[src/rtl/cpu_pkg.sv]
// Shared constants for the Mini SRC control sequencer: opcode map, ALU
// function codes, FSM state encoding and small opcode-decode helpers.
package cpu_pkg;

    localparam int OPCODE_W_DEFAULT = 5;

    localparam logic [4:0] OP_LD   = 5'd0;
    localparam logic [4:0] OP_LDI  = 5'd1;
    localparam logic [4:0] OP_ST   = 5'd2;
    localparam logic [4:0] OP_ADD  = 5'd3;
    localparam logic [4:0] OP_SUB  = 5'd4;
    localparam logic [4:0] OP_SHR  = 5'd5;
    localparam logic [4:0] OP_SHL  = 5'd6;
    localparam logic [4:0] OP_ROR  = 5'd7;
    localparam logic [4:0] OP_ROL  = 5'd8;
    localparam logic [4:0] OP_AND  = 5'd9;
    localparam logic [4:0] OP_OR   = 5'd10;
    localparam logic [4:0] OP_ADDI = 5'd11;
    localparam logic [4:0] OP_ANDI = 5'd12;
    localparam logic [4:0] OP_ORI  = 5'd13;
    localparam logic [4:0] OP_NEG  = 5'd16;
    localparam logic [4:0] OP_NOT  = 5'd17;
    localparam logic [4:0] OP_BR   = 5'd18;
    localparam logic [4:0] OP_JR   = 5'd19;
    localparam logic [4:0] OP_NOP  = 5'd25;
    localparam logic [4:0] OP_HALT = 5'd26;

    // ALU function codes reuse the opcode numbering
    localparam logic [4:0] ALU_ADD = OP_ADD;
    localparam logic [4:0] ALU_AND = OP_AND;
    localparam logic [4:0] ALU_OR  = OP_OR;

    localparam logic [3:0] S_RST       = 4'd0;
    localparam logic [3:0] S_T0        = 4'd1;
    localparam logic [3:0] S_T1        = 4'd2;
    localparam logic [3:0] S_T2        = 4'd3;
    localparam logic [3:0] S_T3        = 4'd4;
    localparam logic [3:0] S_T4        = 4'd5;
    localparam logic [3:0] S_T5        = 4'd6;
    localparam logic [3:0] S_T6        = 4'd7;
    localparam logic [3:0] S_T7        = 4'd8;
    localparam logic [3:0] S_HALTED    = 4'd9;
    localparam logic [3:0] S_WAIT_STEP = 4'd10;

    function automatic logic op_legal(input logic [4:0] op);
        case (op)
            OP_LD, OP_LDI, OP_ST,
            OP_ADD, OP_SUB, OP_SHR, OP_SHL, OP_ROR, OP_ROL, OP_AND, OP_OR,
            OP_ADDI, OP_ANDI, OP_ORI, OP_NEG, OP_NOT, OP_BR, OP_JR,
            OP_NOP, OP_HALT: op_legal = 1'b1;
            default:         op_legal = 1'b0;
        endcase
    endfunction

    // ALU function used by the immediate forms
    function automatic logic [4:0] imm_alu(input logic [4:0] op);
        case (op)
            OP_ANDI: imm_alu = ALU_AND;
            OP_ORI:  imm_alu = ALU_OR;
            default: imm_alu = ALU_ADD;
        endcase
    endfunction

endpackage

[src/rtl/mem_wait_timer.sv]
// Memory wait watchdog: down-counter loaded with MEM_TIMEOUT-1 while clear is
// high, decremented on each enabled (waiting) cycle; expired flags terminal
// count, i.e. the MEM_TIMEOUT-th consecutive waiting cycle.
module mem_wait_timer #(
    parameter int MEM_TIMEOUT = 15
) (
    input  logic clk,
    input  logic reset_n,
    input  logic clear,
    input  logic en,
    output logic expired
);

    localparam int              CNT_W = $clog2(MEM_TIMEOUT + 1);
    localparam logic [CNT_W-1:0] LOAD = CNT_W'(MEM_TIMEOUT - 1);

    logic [CNT_W-1:0] cnt;

    assign expired = (cnt == '0);

    // Reload outside wait states, count down while waiting, hold at zero
    always_ff @(posedge clk or negedge reset_n) begin
        if (!reset_n) begin
            cnt <= LOAD;
        end else if (clear) begin
            cnt <= LOAD;
        end else if (en && !expired) begin
            cnt <= cnt - 1'b1;
        end
    end

endmodule

[src/rtl/control_sequencer.sv]
// Mini SRC control sequencer: fetch, decode and execute strobe generation.
// Optional single-step mode under macro SEQ_SINGLE_STEP_EN.
//
//  state     | meaning
//  ----------+-----------------------------------------------
//  RST       | held in reset, all outputs 0
//  T0        | PC -> MAR, PC increment into Z
//  T1        | PC update, memory read into MDR (waits ready)
//  T2        | MDR -> IR
//  T3..T7    | execute steps, decoded from ir[31:27]
//  HALTED    | halt / illegal opcode / memory timeout, until reset
//  WAIT_STEP | single-step idle between instructions
module control_sequencer
    import cpu_pkg::*;
#(
    parameter int OPCODE_W    = OPCODE_W_DEFAULT,
    parameter int MEM_TIMEOUT = 15
) (
    input  logic                clk,
    input  logic                reset_n,
    input  logic [31:0]         ir,
    input  logic                con_ff,
    input  logic                mem_ready,
    output logic                pc_out,
    output logic                pc_in,
    output logic                inc_pc,
    output logic                mar_in,
    output logic                mdr_in,
    output logic                mdr_out,
    output logic                mem_read,
    output logic                mem_write,
    output logic                ir_in,
    output logic                y_in,
    output logic                z_in,
    output logic                zlow_out,
    output logic                c_out,
    output logic                con_in,
    output logic                gra,
    output logic                grb,
    output logic                grc,
    output logic                r_in,
    output logic                r_out,
    output logic                ba_out,
    output logic [OPCODE_W-1:0] alu_op,
    output logic                run,
    output logic                ill_op,
    output logic                mem_err
`ifdef SEQ_SINGLE_STEP_EN
    ,
    input  logic                step
`endif
);

    logic [3:0]          state, state_nxt;
    logic [OPCODE_W-1:0] op;
    logic                unused_ir_bits;
    logic                is_r, is_imm, is_un, is_addr;
    logic                in_wait, expired;
    logic                set_ill, set_merr;
    logic [3:0]          done_state;

    assign op             = ir[31:32-OPCODE_W];
    assign unused_ir_bits = ^ir[31-OPCODE_W:0];

    assign is_r    = (op >= OP_ADD) && (op <= OP_OR);
    assign is_imm  = (op >= OP_ADDI) && (op <= OP_ORI);
    assign is_un   = (op == OP_NEG) || (op == OP_NOT);
    assign is_addr = (op == OP_LD) || (op == OP_LDI) || (op == OP_ST);

    assign in_wait = (state == S_T1)
                  || ((state == S_T6) && (op == OP_LD))
                  || ((state == S_T7) && (op == OP_ST));

`ifdef SEQ_SINGLE_STEP_EN
    assign done_state = S_WAIT_STEP;
`else
    assign done_state = S_T0;
`endif

    mem_wait_timer #(.MEM_TIMEOUT(MEM_TIMEOUT)) u_wait_timer (
        .clk     (clk),
        .reset_n (reset_n),
        .clear   (!in_wait),
        .en      (in_wait && !mem_ready),
        .expired (expired)
    );

    // Next-state decode; a ready on the terminal-count cycle still advances
    always_comb begin
        state_nxt = state;
        set_ill   = 1'b0;
        set_merr  = 1'b0;
        case (state)
            S_RST: state_nxt = S_T0;
            S_T0:  state_nxt = S_T1;
            S_T1: begin
                if (mem_ready) begin
                    state_nxt = S_T2;
                end else if (expired) begin
                    state_nxt = S_HALTED;
                    set_merr  = 1'b1;
                end
            end
            S_T2:  state_nxt = S_T3;
            S_T3: begin
                if (!op_legal(op)) begin
                    state_nxt = S_HALTED;
                    set_ill   = 1'b1;
                end else if (op == OP_HALT) begin
                    state_nxt = S_HALTED;
                end else if ((op == OP_JR) || (op == OP_NOP)) begin
                    state_nxt = done_state;
                end else begin
                    state_nxt = S_T4;
                end
            end
            S_T4:  state_nxt = is_un ? done_state : S_T5;
            S_T5: begin
                if ((op == OP_LD) || (op == OP_ST) || (op == OP_BR)) begin
                    state_nxt = S_T6;
                end else begin
                    state_nxt = done_state;
                end
            end
            S_T6: begin
                if (op == OP_LD) begin
                    if (mem_ready) begin
                        state_nxt = S_T7;
                    end else if (expired) begin
                        state_nxt = S_HALTED;
                        set_merr  = 1'b1;
                    end
                end else if (op == OP_ST) begin
                    state_nxt = S_T7;
                end else begin
                    state_nxt = done_state;
                end
            end
            S_T7: begin
                if (op == OP_ST) begin
                    if (mem_ready) begin
                        state_nxt = done_state;
                    end else if (expired) begin
                        state_nxt = S_HALTED;
                        set_merr  = 1'b1;
                    end
                end else begin
                    state_nxt = done_state;
                end
            end
            S_HALTED: state_nxt = S_HALTED;
`ifdef SEQ_SINGLE_STEP_EN
            S_WAIT_STEP: state_nxt = step ? S_T0 : S_WAIT_STEP;
`else
            S_WAIT_STEP: state_nxt = S_T0;
`endif
            default: state_nxt = S_HALTED;
        endcase
    end

    // State register
    always_ff @(posedge clk or negedge reset_n) begin
        if (!reset_n) begin
            state <= S_RST;
        end else begin
            state <= state_nxt;
        end
    end

    // Sticky fault flags, cleared only by reset
    always_ff @(posedge clk or negedge reset_n) begin
        if (!reset_n) begin
            ill_op  <= 1'b0;
            mem_err <= 1'b0;
        end else begin
            if (set_ill) begin
                ill_op <= 1'b1;
            end
            if (set_merr) begin
                mem_err <= 1'b1;
            end
        end
    end

    // Moore strobe decode from state and opcode
    always_comb begin
        {pc_out, pc_in, inc_pc, mar_in, mdr_in, mdr_out, mem_read, mem_write} = '0;
        {ir_in, y_in, z_in, zlow_out, c_out, con_in}                          = '0;
        {gra, grb, grc, r_in, r_out, ba_out}                                  = '0;
        alu_op = '0;
        run    = (state >= S_T0) && (state <= S_T7);
        case (state)
            S_T0: begin
                pc_out = 1'b1; mar_in = 1'b1; inc_pc = 1'b1; z_in = 1'b1;
            end
            S_T1: begin
                zlow_out = 1'b1; pc_in = 1'b1; mem_read = 1'b1; mdr_in = 1'b1;
            end
            S_T2: begin
                mdr_out = 1'b1; ir_in = 1'b1;
            end
            S_T3: begin
                if (is_r || is_imm) begin
                    grb = 1'b1; r_out = 1'b1; y_in = 1'b1;
                end else if (is_un) begin
                    grb = 1'b1; r_out = 1'b1; alu_op = op; z_in = 1'b1;
                end else if (is_addr) begin
                    grb = 1'b1; ba_out = 1'b1; y_in = 1'b1;
                end else if (op == OP_BR) begin
                    gra = 1'b1; r_out = 1'b1; con_in = 1'b1;
                end else if (op == OP_JR) begin
                    gra = 1'b1; r_out = 1'b1; pc_in = 1'b1;
                end
            end
            S_T4: begin
                if (is_r) begin
                    grc = 1'b1; r_out = 1'b1; alu_op = op; z_in = 1'b1;
                end else if (is_un) begin
                    zlow_out = 1'b1; gra = 1'b1; r_in = 1'b1;
                end else if (is_imm) begin
                    c_out = 1'b1; alu_op = imm_alu(op); z_in = 1'b1;
                end else if (is_addr) begin
                    c_out = 1'b1; alu_op = ALU_ADD; z_in = 1'b1;
                end else if (op == OP_BR) begin
                    pc_out = 1'b1; y_in = 1'b1;
                end
            end
            S_T5: begin
                if (is_r || is_imm || (op == OP_LDI)) begin
                    zlow_out = 1'b1; gra = 1'b1; r_in = 1'b1;
                end else if ((op == OP_LD) || (op == OP_ST)) begin
                    zlow_out = 1'b1; mar_in = 1'b1;
                end else if (op == OP_BR) begin
                    c_out = 1'b1; alu_op = ALU_ADD; z_in = 1'b1;
                end
            end
            S_T6: begin
                if (op == OP_LD) begin
                    mem_read = 1'b1; mdr_in = 1'b1;
                end else if (op == OP_ST) begin
                    gra = 1'b1; r_out = 1'b1; mdr_in = 1'b1;
                end else if ((op == OP_BR) && con_ff) begin
                    zlow_out = 1'b1; pc_in = 1'b1;
                end
            end
            S_T7: begin
                if (op == OP_LD) begin
                    mdr_out = 1'b1; gra = 1'b1; r_in = 1'b1;
                end else if (op == OP_ST) begin
                    mem_write = 1'b1;
                end
            end
            default: ;
        endcase
    end

endmodule

[config.mk]
export PLATFORM = sky130hd
export DESIGN_NAME = control_sequencer
export DESIGN_NICKNAME = d
export VERILOG_FILES = /design/src/rtl/cpu_pkg.sv /design/src/rtl/mem_wait_timer.sv /design/src/rtl/control_sequencer.sv
export SDC_FILE = /design/constraint.sdc
export NUM_CORES = 1
export LEC_CHECK = 0
export CAP_MARGIN = 10
export CORE_MARGIN = 5
export CORE_UTILIZATION = 46
export DETAILED_ROUTE_END_ITERATION = 7
export HOLD_SLACK_MARGIN = 0.06
export PLACE_DENSITY = 0.87
export SYNTH_ARGS = -nofsm -noshare
export SYNTH_HDL_FRONTEND = slang
export SYNTH_HIERARCHICAL = 1
export SYNTH_SLANG_ARGS = --single-unit
[constraint.sdc]
create_clock -name clk -period 4.81 [get_ports clk]
set_input_delay 1.2025 -clock clk [delete_from_list [all_inputs] [get_ports clk]]
set_output_delay 1.2025 -clock clk [all_outputs]
set_load 0.02 [all_outputs]
==> flow_results.xml, run 1 <==
<?xml version="1.0" encoding="UTF-8"?>
<metrics>
  <group name="clocking">
    <metric name="numCtsBuffers" unit="">3</metric>
    <metric name="clock_tree.htree_level_count" unit="">1</metric>
    <metric name="cts_max_path_buffers" unit="">2</metric>
    <metric name="cts-hold-fix-buffers" unit="">0</metric>
    <metric name="worst_setup_hold_path_clk_slew" unit="ns">0.06</metric>
    <metric name="worstSkewPairLatency" unit="ns">0.26</metric>
    <metric name="cts_tree" unit="">yes</metric>
    <metric name="buffer_cell_driving_the_clock_tree_root" unit="">sky130_fd_sc_hd__clkbuf_4</metric>
    <metric name="cts_sinks" unit="">10</metric>
  </group>
  <group name="critical_path">
    <metric name="worst_ep_required_time" unit="ns">3.61</metric>
    <metric name="worst-path-max-fanout" unit="">6</metric>
    <metric name="critical_path.endpoint_type" unit="">primary output</metric>
    <metric name="timing_worst_setup_path_type" unit="">in -&gt; out</metric>
    <metric name="worst_ep_arrival_time" unit="ns">3.51</metric>
    <metric name="timing.critical_path.from_type" unit="">primary input</metric>
  </group>
  <group name="min_path">
    <metric name="class_of_the_tightest_hold_or_removal_check" unit="">reg -&gt; reg</metric>
  </group>
  <group name="route">
    <metric name="dr_vias" unit="">1851</metric>
    <metric name="wire_per_inst" unit="um">15.84</metric>
    <metric name="drt-total-wl" unit="um">4830</metric>
    <metric name="antenna_violating_nets_post_route" unit="">0</metric>
    <metric name="firstDrtPassIters" unit="">4</metric>
    <metric name="routed_via_density" unit="">6.069</metric>
    <metric name="drc_violation_total_after_the_first_tritonroute_iteration" unit="">211</metric>
    <metric name="drcViolationCount" unit="">0</metric>
  </group>
  <group name="final_layout">
    <metric name="register_area" unit="um2">254.0</metric>
    <metric name="final_nets" unit="">303</metric>
    <metric name="layoutNonFillerInstCount" unit="">305</metric>
    <metric name="post_route_cells_drive_above_1_share" unit="%">24.90</metric>
    <metric name="multi_input_comb_area" unit="um2">1111</metric>
    <metric name="synthToLayoutAreaGrowth" unit="%">47.78</metric>
    <metric name="nFillCells" unit="">256</metric>
    <metric name="most-common-layout-cells" unit="">sky130_fd_sc_hd__buf_4 (37), sky130_fd_sc_hd__a21oi_1 (18), sky130_fd_sc_hd__clkdlybuf4s50_1 (18), sky130_fd_sc_hd__nor2_1 (15), sky130_fd_sc_hd__dlygate4sd2_1 (14)</metric>
    <metric name="n_antenna_cell" unit="">0</metric>
    <metric name="most_frequent_standard_cell_in_the_layout_excluding_fill_and_tap_cells" unit="">sky130_fd_sc_hd__buf_4</metric>
  </group>
  <group name="logic_synthesis">
    <metric name="synth_area_per_cell" unit="um2">7.273</metric>
    <metric name="post_synth_num_cell_types" unit="">55</metric>
    <metric name="synth-async-reset-ratio" unit="%">100.0</metric>
    <metric name="seq_area_frac_synth" unit="%">17.64</metric>
    <metric name="synth_seq_cells" unit="">10</metric>
    <metric name="synthCells" unit="">198</metric>
    <metric name="post_synth_instance_area" unit="um2">1440</metric>
    <metric name="count_of_flip_flops_with_a_built_in_enable_after_synthesis" unit="">0</metric>
    <metric name="synth_fp_nets" unit="">239</metric>
    <metric name="synth-warning-count" unit="">6</metric>
    <metric name="dominantRegCellSynth" unit="">sky130_fd_sc_hd__dfrtp_1</metric>
  </group>
  <group name="timing">
    <metric name="worst_clock_skew" unit="ns">0.0002546</metric>
    <metric name="timing_max_transition_violations_final" unit="">0</metric>
    <metric name="period_share" unit="%">97.90</metric>
    <metric name="timing.max_slew.rel_slack" unit="%">58.39</metric>
    <metric name="setup-violations-final" unit="">0</metric>
    <metric name="setup_tns" unit="ns">0</metric>
    <metric name="final_period_minus_worst_setup_slack" unit="ns">4.709</metric>
    <metric name="fin_hold_ws" unit="ns">0.4765</metric>
    <metric name="final_hold_viols" unit="">0</metric>
    <metric name="max_clock_freq" unit="GHz">0.2124</metric>
    <metric name="worst_slew_pin_slew" unit="ns">0.6241</metric>
  </group>
  <group name="placed_design">
    <metric name="final_wtd_congestion" unit="">0.9524</metric>
    <metric name="placed_cells_incl_taps" unit="">300</metric>
    <metric name="detailed_place_hpwl" unit="um">3722</metric>
    <metric name="quantity_of_i_o_buffers_inserted_on_ports" unit="">36</metric>
  </group>
  <group name="grt">
    <metric name="global_route.overflow_total" unit="">0</metric>
    <metric name="via_count_of_the_first_global_routing_pass" unit="">1777</metric>
    <metric name="grt_max_degree" unit="">22</metric>
    <metric name="grt_pass1_wl" unit="um">8217</metric>
    <metric name="antenna_found_initial" unit="">0</metric>
    <metric name="grtUsageTotal" unit="%">23.57</metric>
  </group>
  <group name="pwr">
    <metric name="ir_drop" unit="V">0.0002805</metric>
    <metric name="total_leakage_power" unit="nW">0.9208</metric>
    <metric name="power_per_cell_area" unit="nW/um2">335.2</metric>
  </group>
  <group name="die">
    <metric name="num_rows" unit="">20</metric>
    <metric name="floorplan.initialDensity" unit="%">47.56</metric>
    <metric name="die_height" unit="um">65.95</metric>
    <metric name="area_of_the_core" unit="um2">3028</metric>
    <metric name="die_x" unit="um">65.95</metric>
    <metric name="ioPinCount" unit="">64</metric>
    <metric name="die-area" unit="um2">4349</metric>
  </group>
  <group name="run_status">
    <metric name="status" unit="">finished, final reports clean</metric>
  </group>
  <group name="job">
    <metric name="drv.max_cap_violation_count" unit="">0</metric>
  </group>
</metrics>
[registers in the layout, summed over array words and instances, names as in the netlist]
name and count:
mem_err 1, state 4, u_wait_timer/cnt 4, ill_op 1
[metrics by stage]
step	setup WS [ns]	area, um2	total power, mW	util (%)
final	0.1011	2128	0.7134	70.29
after global routing	-0.006589	2128	0.7677	70.29
after CTS	0.02890	2106	0.7095	69.55
after detailed placement	-0.2100	2077	0.6663	68.60
after global placement	-0.1434	2077	0.6560	68.60
after floorplan	0.6550	1440	0.4535	-
[cells in the mapped netlist, drive strengths merged (2+ instances only)]
| master | number | area [um2] |
|---|---|---|
| dfrtp | 7 | 175.2 |
| o211ai | 3 | 22.52 |
| o21bai | 2 | 15.01 |
| a221oi | 2 | 17.52 |
| ha | 5 | 62.56 |
| nor4b | 2 | 17.52 |
| clkbuf | 9 | 33.78 |
| mux2i | 2 | 20.02 |
| a2111oi | 2 | 17.52 |
| mux2 | 2 | 22.52 |
| nor3 | 13 | 70.07 |
| o22ai | 2 | 12.51 |
| dfstp | 3 | 78.83 |
| or4 | 2 | 15.01 |
| nor3b | 6 | 55.05 |
| nand2b | 8 | 50.05 |
| or3b | 2 | 20.02 |
| o21ai | 13 | 65.06 |
| nand3 | 9 | 45.04 |
| or2 | 3 | 18.77 |
| inv | 9 | 33.78 |
| a211o | 2 | 18.77 |
| or4b | 4 | 43.79 |
| o21a | 2 | 15.01 |
| nor2 | 16 | 60.06 |
| a21oi | 18 | 90.09 |
| nor2b | 6 | 37.54 |
| nand4bb | 2 | 22.52 |
| buf | 6 | 35.03 |
| a21o | 3 | 22.52 |
| nand2 | 10 | 37.54 |
| or3 | 2 | 12.51 |
| a211oi | 5 | 37.54 |
| nor4 | 2 | 12.51 |
| o31ai | 2 | 15.01 |
[cells by family after synthesis]
family	Yosys count	synth area share, %
xor+xnor	1	0.6083
buf+inv	24	7.124
compound gates	63	28.93
fa+ha+maj	5	4.344
mux	4	2.954
simple gates	91	38.40
flops	10	17.64
[layer usage]
layer	vias up	GRT usage (%)	routed length, um	part of all wire, %
met5	-	0	0	0
met4	0	5.076	66	1.4
met3	14	3.401	400	8.3
met2	102	39.05	2295	48
met1	867	32.37	2067	43
li1	868	-	-	-
[path summary, 6_finish.rpt]
kind                       depth (start not counted)                              end  slack, ns                 from
max                                                7                           mar_in       0.10               ir[28]
min                                                1              mem_err$_DFFE_PN0P_       0.48  mem_err$_DFFE_PN0P_
max reg2reg                                        7  u_wait_timer/cnt[3]$_DFFE_PN1P_       2.16   state[3]$_DFF_PN0_
min reg2reg                                        1              mem_err$_DFFE_PN0P_       0.48  mem_err$_DFFE_PN0P_
max in group asynchronous                          1  u_wait_timer/cnt[1]$_DFFE_PN1P_       3.24              reset_n
min in group asynchronous                          1               state[3]$_DFF_PN0_       1.24              reset_n
[worst max-delay path, stage by stage]
cell and delay (ns):
sky130_fd_sc_hd__clkdlybuf4s50_1 0.52, sky130_fd_sc_hd__inv_1 0.15, sky130_fd_sc_hd__ha_2 0.27, sky130_fd_sc_hd__or4b_2 0.65, sky130_fd_sc_hd__a21oi_1 0.21, sky130_fd_sc_hd__a21o_1 0.17
sky130_fd_sc_hd__dlygate4sd2_1 0.34
[layout make-up]
| cell class | count | area share [%] |
|---|---|---|
| Tap cell | 44 | 2.587 |
| Multi-Input combinational cell | 164 | 52.20 |
| Inverter | 9 | 1.587 |
| Clock buffer | 4 | 1.235 |
| Sequential cell | 10 | 11.93 |
| Timing Repair Buffer | 74 | 30.45 |
[report_power, final]
part / internal [mW] / switching [mW]
combinational: 0.215 / 0.265
sequential: 0.103 / 0.0722
clock: 0.0319 / 0.0260
total: 0.350 / 0.363
[timing repair]
item | in CTS | in global routing
pin swaps | 1 | 0
setup buffers | 1 | 0
resized for setup | 19 | 9
endpoints found under the hold margin | 0 | 0
endpoints found under the setup margin | 16 | 17
Power figures use the tool's default switching activity.
==> run 2, diff against run 1 <==
Settings changed: CTS_CLUSTER_DIAMETER set to 40.
Clock period 4.81 ns to 5.85 ns, I/O delays scaled along.
==> run 2 against run 1 <==
  * Via count is 7.3% lower
  * Count of clock-buffer cells in the layout stayed put
  * Final area is 8.2% lower
  * Die area stayed put
  * Register-to-register slack better by 1.1 ns
  * Combinational power is 17% lower
  * Clock skew is 0.0025 ns higher
  * First-iteration DRC count is 7.6% higher
  * Worst hold slack better by 0.0032 ns
  * Sequential power is 18% lower
  * Critical path type unchanged
  * Critical endpoint unchanged
  * Largest power group unchanged
==> flow_results.xml, run 2 (synthesis results as in run 1) <==
<?xml version="1.0" encoding="UTF-8"?>
<metrics>
  <group name="final_layout">
    <metric name="fin_util" unit="%">64.55</metric>
    <metric name="final_nets" unit="">282</metric>
    <metric name="layoutNonFillerInstCount" unit="">284</metric>
    <metric name="most_frequent_standard_cell_in_the_layout_excluding_fill_and_tap_cells" unit="">sky130_fd_sc_hd__clkdlybuf4s50_1</metric>
    <metric name="synthToLayoutAreaGrowth" unit="%">35.71</metric>
    <metric name="most-common-layout-cells" unit="">sky130_fd_sc_hd__clkdlybuf4s50_1 (36), sky130_fd_sc_hd__a21oi_1 (18), sky130_fd_sc_hd__buf_4 (17), sky130_fd_sc_hd__nor2_1 (15)</metric>
    <metric name="layout_top_registers" unit="">state (4), u_wait_timer/cnt (4)</metric>
    <metric name="n_antenna_cell" unit="">0</metric>
    <metric name="nFillCells" unit="">271</metric>
    <metric name="post_route_cells_drive_above_1_share" unit="%">16.67</metric>
  </group>
  <group name="route">
    <metric name="drcViolationCount" unit="">0</metric>
    <metric name="firstDrtPassIters" unit="">4</metric>
    <metric name="drt-total-wl" unit="um">4432</metric>
    <metric name="drc_violation_total_after_the_first_tritonroute_iteration" unit="">227</metric>
    <metric name="wire_per_inst" unit="um">15.61</metric>
    <metric name="routed_via_density" unit="">6.039</metric>
    <metric name="dr_vias" unit="">1715</metric>
    <metric name="antenna_violating_nets_post_route" unit="">0</metric>
  </group>
  <group name="timing">
    <metric name="max_clock_freq" unit="GHz">0.1762</metric>
    <metric name="worst_slew_pin_slew" unit="ns">0.6105</metric>
    <metric name="period_share" unit="%">97.00</metric>
    <metric name="grt_setup_unrepaired" unit="">no</metric>
    <metric name="fin_hold_ws" unit="ns">0.4797</metric>
    <metric name="setup_tns" unit="ns">0</metric>
    <metric name="final_period_minus_worst_setup_slack" unit="ns">5.675</metric>
    <metric name="setup-violations-final" unit="">0</metric>
    <metric name="timing.max_slew.rel_slack" unit="%">59.30</metric>
    <metric name="final_hold_viols" unit="">0</metric>
    <metric name="timing_max_transition_violations_final" unit="">0</metric>
    <metric name="worst_clock_skew" unit="ns">0.002735</metric>
    <metric name="smallest_setup_slack_after_layout" unit="ns">0.1753</metric>
  </group>
  <group name="pwr">
    <metric name="total_leakage_power" unit="nW">0.7063</metric>
    <metric name="power_per_cell_area" unit="nW/um2">302.9</metric>
    <metric name="ir_drop" unit="V">0.0002260</metric>
  </group>
  <group name="grt">
    <metric name="antenna_found_initial" unit="">0</metric>
    <metric name="via_count_of_the_first_global_routing_pass" unit="">1621</metric>
    <metric name="grtUsageTotal" unit="%">21.83</metric>
    <metric name="global_route.overflow_total" unit="">0</metric>
    <metric name="grt_pass1_wl" unit="um">7521</metric>
    <metric name="grt_max_degree" unit="">22</metric>
  </group>
  <group name="placed_design">
    <metric name="final_wtd_congestion" unit="">0.9494</metric>
    <metric name="quantity_of_i_o_buffers_inserted_on_ports" unit="">36</metric>
    <metric name="detailed_place_hpwl" unit="um">3334</metric>
    <metric name="placed_cells_incl_taps" unit="">280</metric>
    <metric name="dp_slack" unit="ns">0.1641</metric>
  </group>
  <group name="clocking">
    <metric name="worst_setup_hold_path_clk_slew" unit="ns">0.06</metric>
    <metric name="cts_tree" unit="">yes</metric>
    <metric name="clock_tree.htree_level_count" unit="">1</metric>
    <metric name="worstSkewPairLatency" unit="ns">0.27</metric>
    <metric name="numCtsBuffers" unit="">3</metric>
    <metric name="buffer_cell_driving_the_clock_tree_root" unit="">sky130_fd_sc_hd__clkbuf_4</metric>
    <metric name="cts_sinks" unit="">10</metric>
    <metric name="cts_max_path_buffers" unit="">2</metric>
  </group>
  <group name="critical_path">
    <metric name="critical_path.endpoint_type" unit="">primary output</metric>
    <metric name="worst_ep_arrival_time" unit="ns">4.21</metric>
    <metric name="timing.critical_path.from_type" unit="">primary input</metric>
    <metric name="timing_worst_setup_path_type" unit="">in -&gt; out</metric>
    <metric name="worst-path-max-fanout" unit="">8</metric>
    <metric name="worst_ep_required_time" unit="ns">4.39</metric>
  </group>
  <group name="die">
    <metric name="ioPinCount" unit="">64</metric>
    <metric name="floorplan.initialDensity" unit="%">47.56</metric>
    <metric name="die_height" unit="um">65.95</metric>
    <metric name="area_of_the_core" unit="um2">3028</metric>
    <metric name="die_x" unit="um">65.95</metric>
    <metric name="num_rows" unit="">20</metric>
    <metric name="die-area" unit="um2">4349</metric>
  </group>
  <group name="run_status">
    <metric name="status" unit="">finished, final reports clean</metric>
  </group>
  <group name="min_path">
    <metric name="class_of_the_tightest_hold_or_removal_check" unit="">reg -&gt; reg</metric>
  </group>
  <group name="job">
    <metric name="drv.max_cap_violation_count" unit="">0</metric>
  </group>
</metrics>
-- run 2: cell count changes in the layout (fill, tap and decap cells not counted), sizes merged --
cell / change
dlymetal6s2s: -3
dlygate4sd2: -14
buf: -21
clkdlybuf4s15: -1
clkdlybuf4s50: +18
-- run 2: cell type report --
type | instances | area (um2) | share of cell area, %
repair buffers | 53 | 488.0 | 24.97
multi-input cells | 164 | 1097 | 56.15
inverters | 9 | 33.78 | 1.729
well taps | 44 | 55.05 | 2.817
flip-flops and latches | 10 | 254.0 | 13.00
clock buffers | 4 | 26.28 | 1.344
-- run 2: metrics by stage --
step / cell area, um2 / total power [mW]
floorplan: 1440 / 0.3729
global placement: 1914 / 0.5313
detailed placement: 1914 / 0.5354
CTS: 1941 / 0.5893
global route: 1954 / 0.6351
finish: 1954 / 0.5920
-- run 2: final timing paths --
path / startpoint / slack (ns) / cells after the start / endpoint
setup reg to reg: state[3]$_DFF_PN0_ / 3.22 / 7 / u_wait_timer/cnt[3]$_DFFE_PN1P_
hold reg to reg: mem_err$_DFFE_PN0P_ / 0.48 / 1 / mem_err$_DFFE_PN0P_
setup / recovery: ir[27] / 0.18 / 8 / mar_in
hold / removal: mem_err$_DFFE_PN0P_ / 0.48 / 1 / mem_err$_DFFE_PN0P_
max in group asynchronous: reset_n / 4.02 / 1 / u_wait_timer/cnt[1]$_DFFE_PN1P_
min in group asynchronous: reset_n / 1.50 / 1 / state[3]$_DFF_PN0_
-- run 2: timing repair --
item / 4_1_cts / 5_1_grt
hold buffers: 0 / 0
setup endpoints to repair: 0 / 5
setup buffers: 0 / 0
gates resized for setup: 0 / 3
-- run 2: per-layer routing --
| layer | up-vias | global-route usage (%) | wire, um |
|---|---|---|---|
| li1 | 828 | - | - |
| met3 | 9 | 4.422 | 385 |
| met4 | 0 | 7.107 | 74 |
| met2 | 71 | 33.04 | 1997 |
| met1 | 807 | 30.81 | 1975 |
| met5 | - | 0 | 0 |
-- run 2: power breakdown --
part / total, mW / switching [mW] / internal [mW] / leakage [nW]
Combinational: 0.398 / 0.213 / 0.185 / 0.571
Sequential: 0.144 / 0.0594 / 0.0845 / 0.120
Clock: 0.0499 / 0.0235 / 0.0264 / 0.0150
-- run 2: worst max-delay path: stages --
cell and delay, ns:
sky130_fd_sc_hd__clkdlybuf4s50_1 0.60, sky130_fd_sc_hd__inv_1 0.12, sky130_fd_sc_hd__ha_1 0.33, sky130_fd_sc_hd__nor2b_1 0.35, sky130_fd_sc_hd__o21ai_0 0.20, sky130_fd_sc_hd__a22oi_1 0.34, sky130_fd_sc_hd__a21o_1 0.20, sky130_fd_sc_hd__clkdlybuf4s50_1 0.61
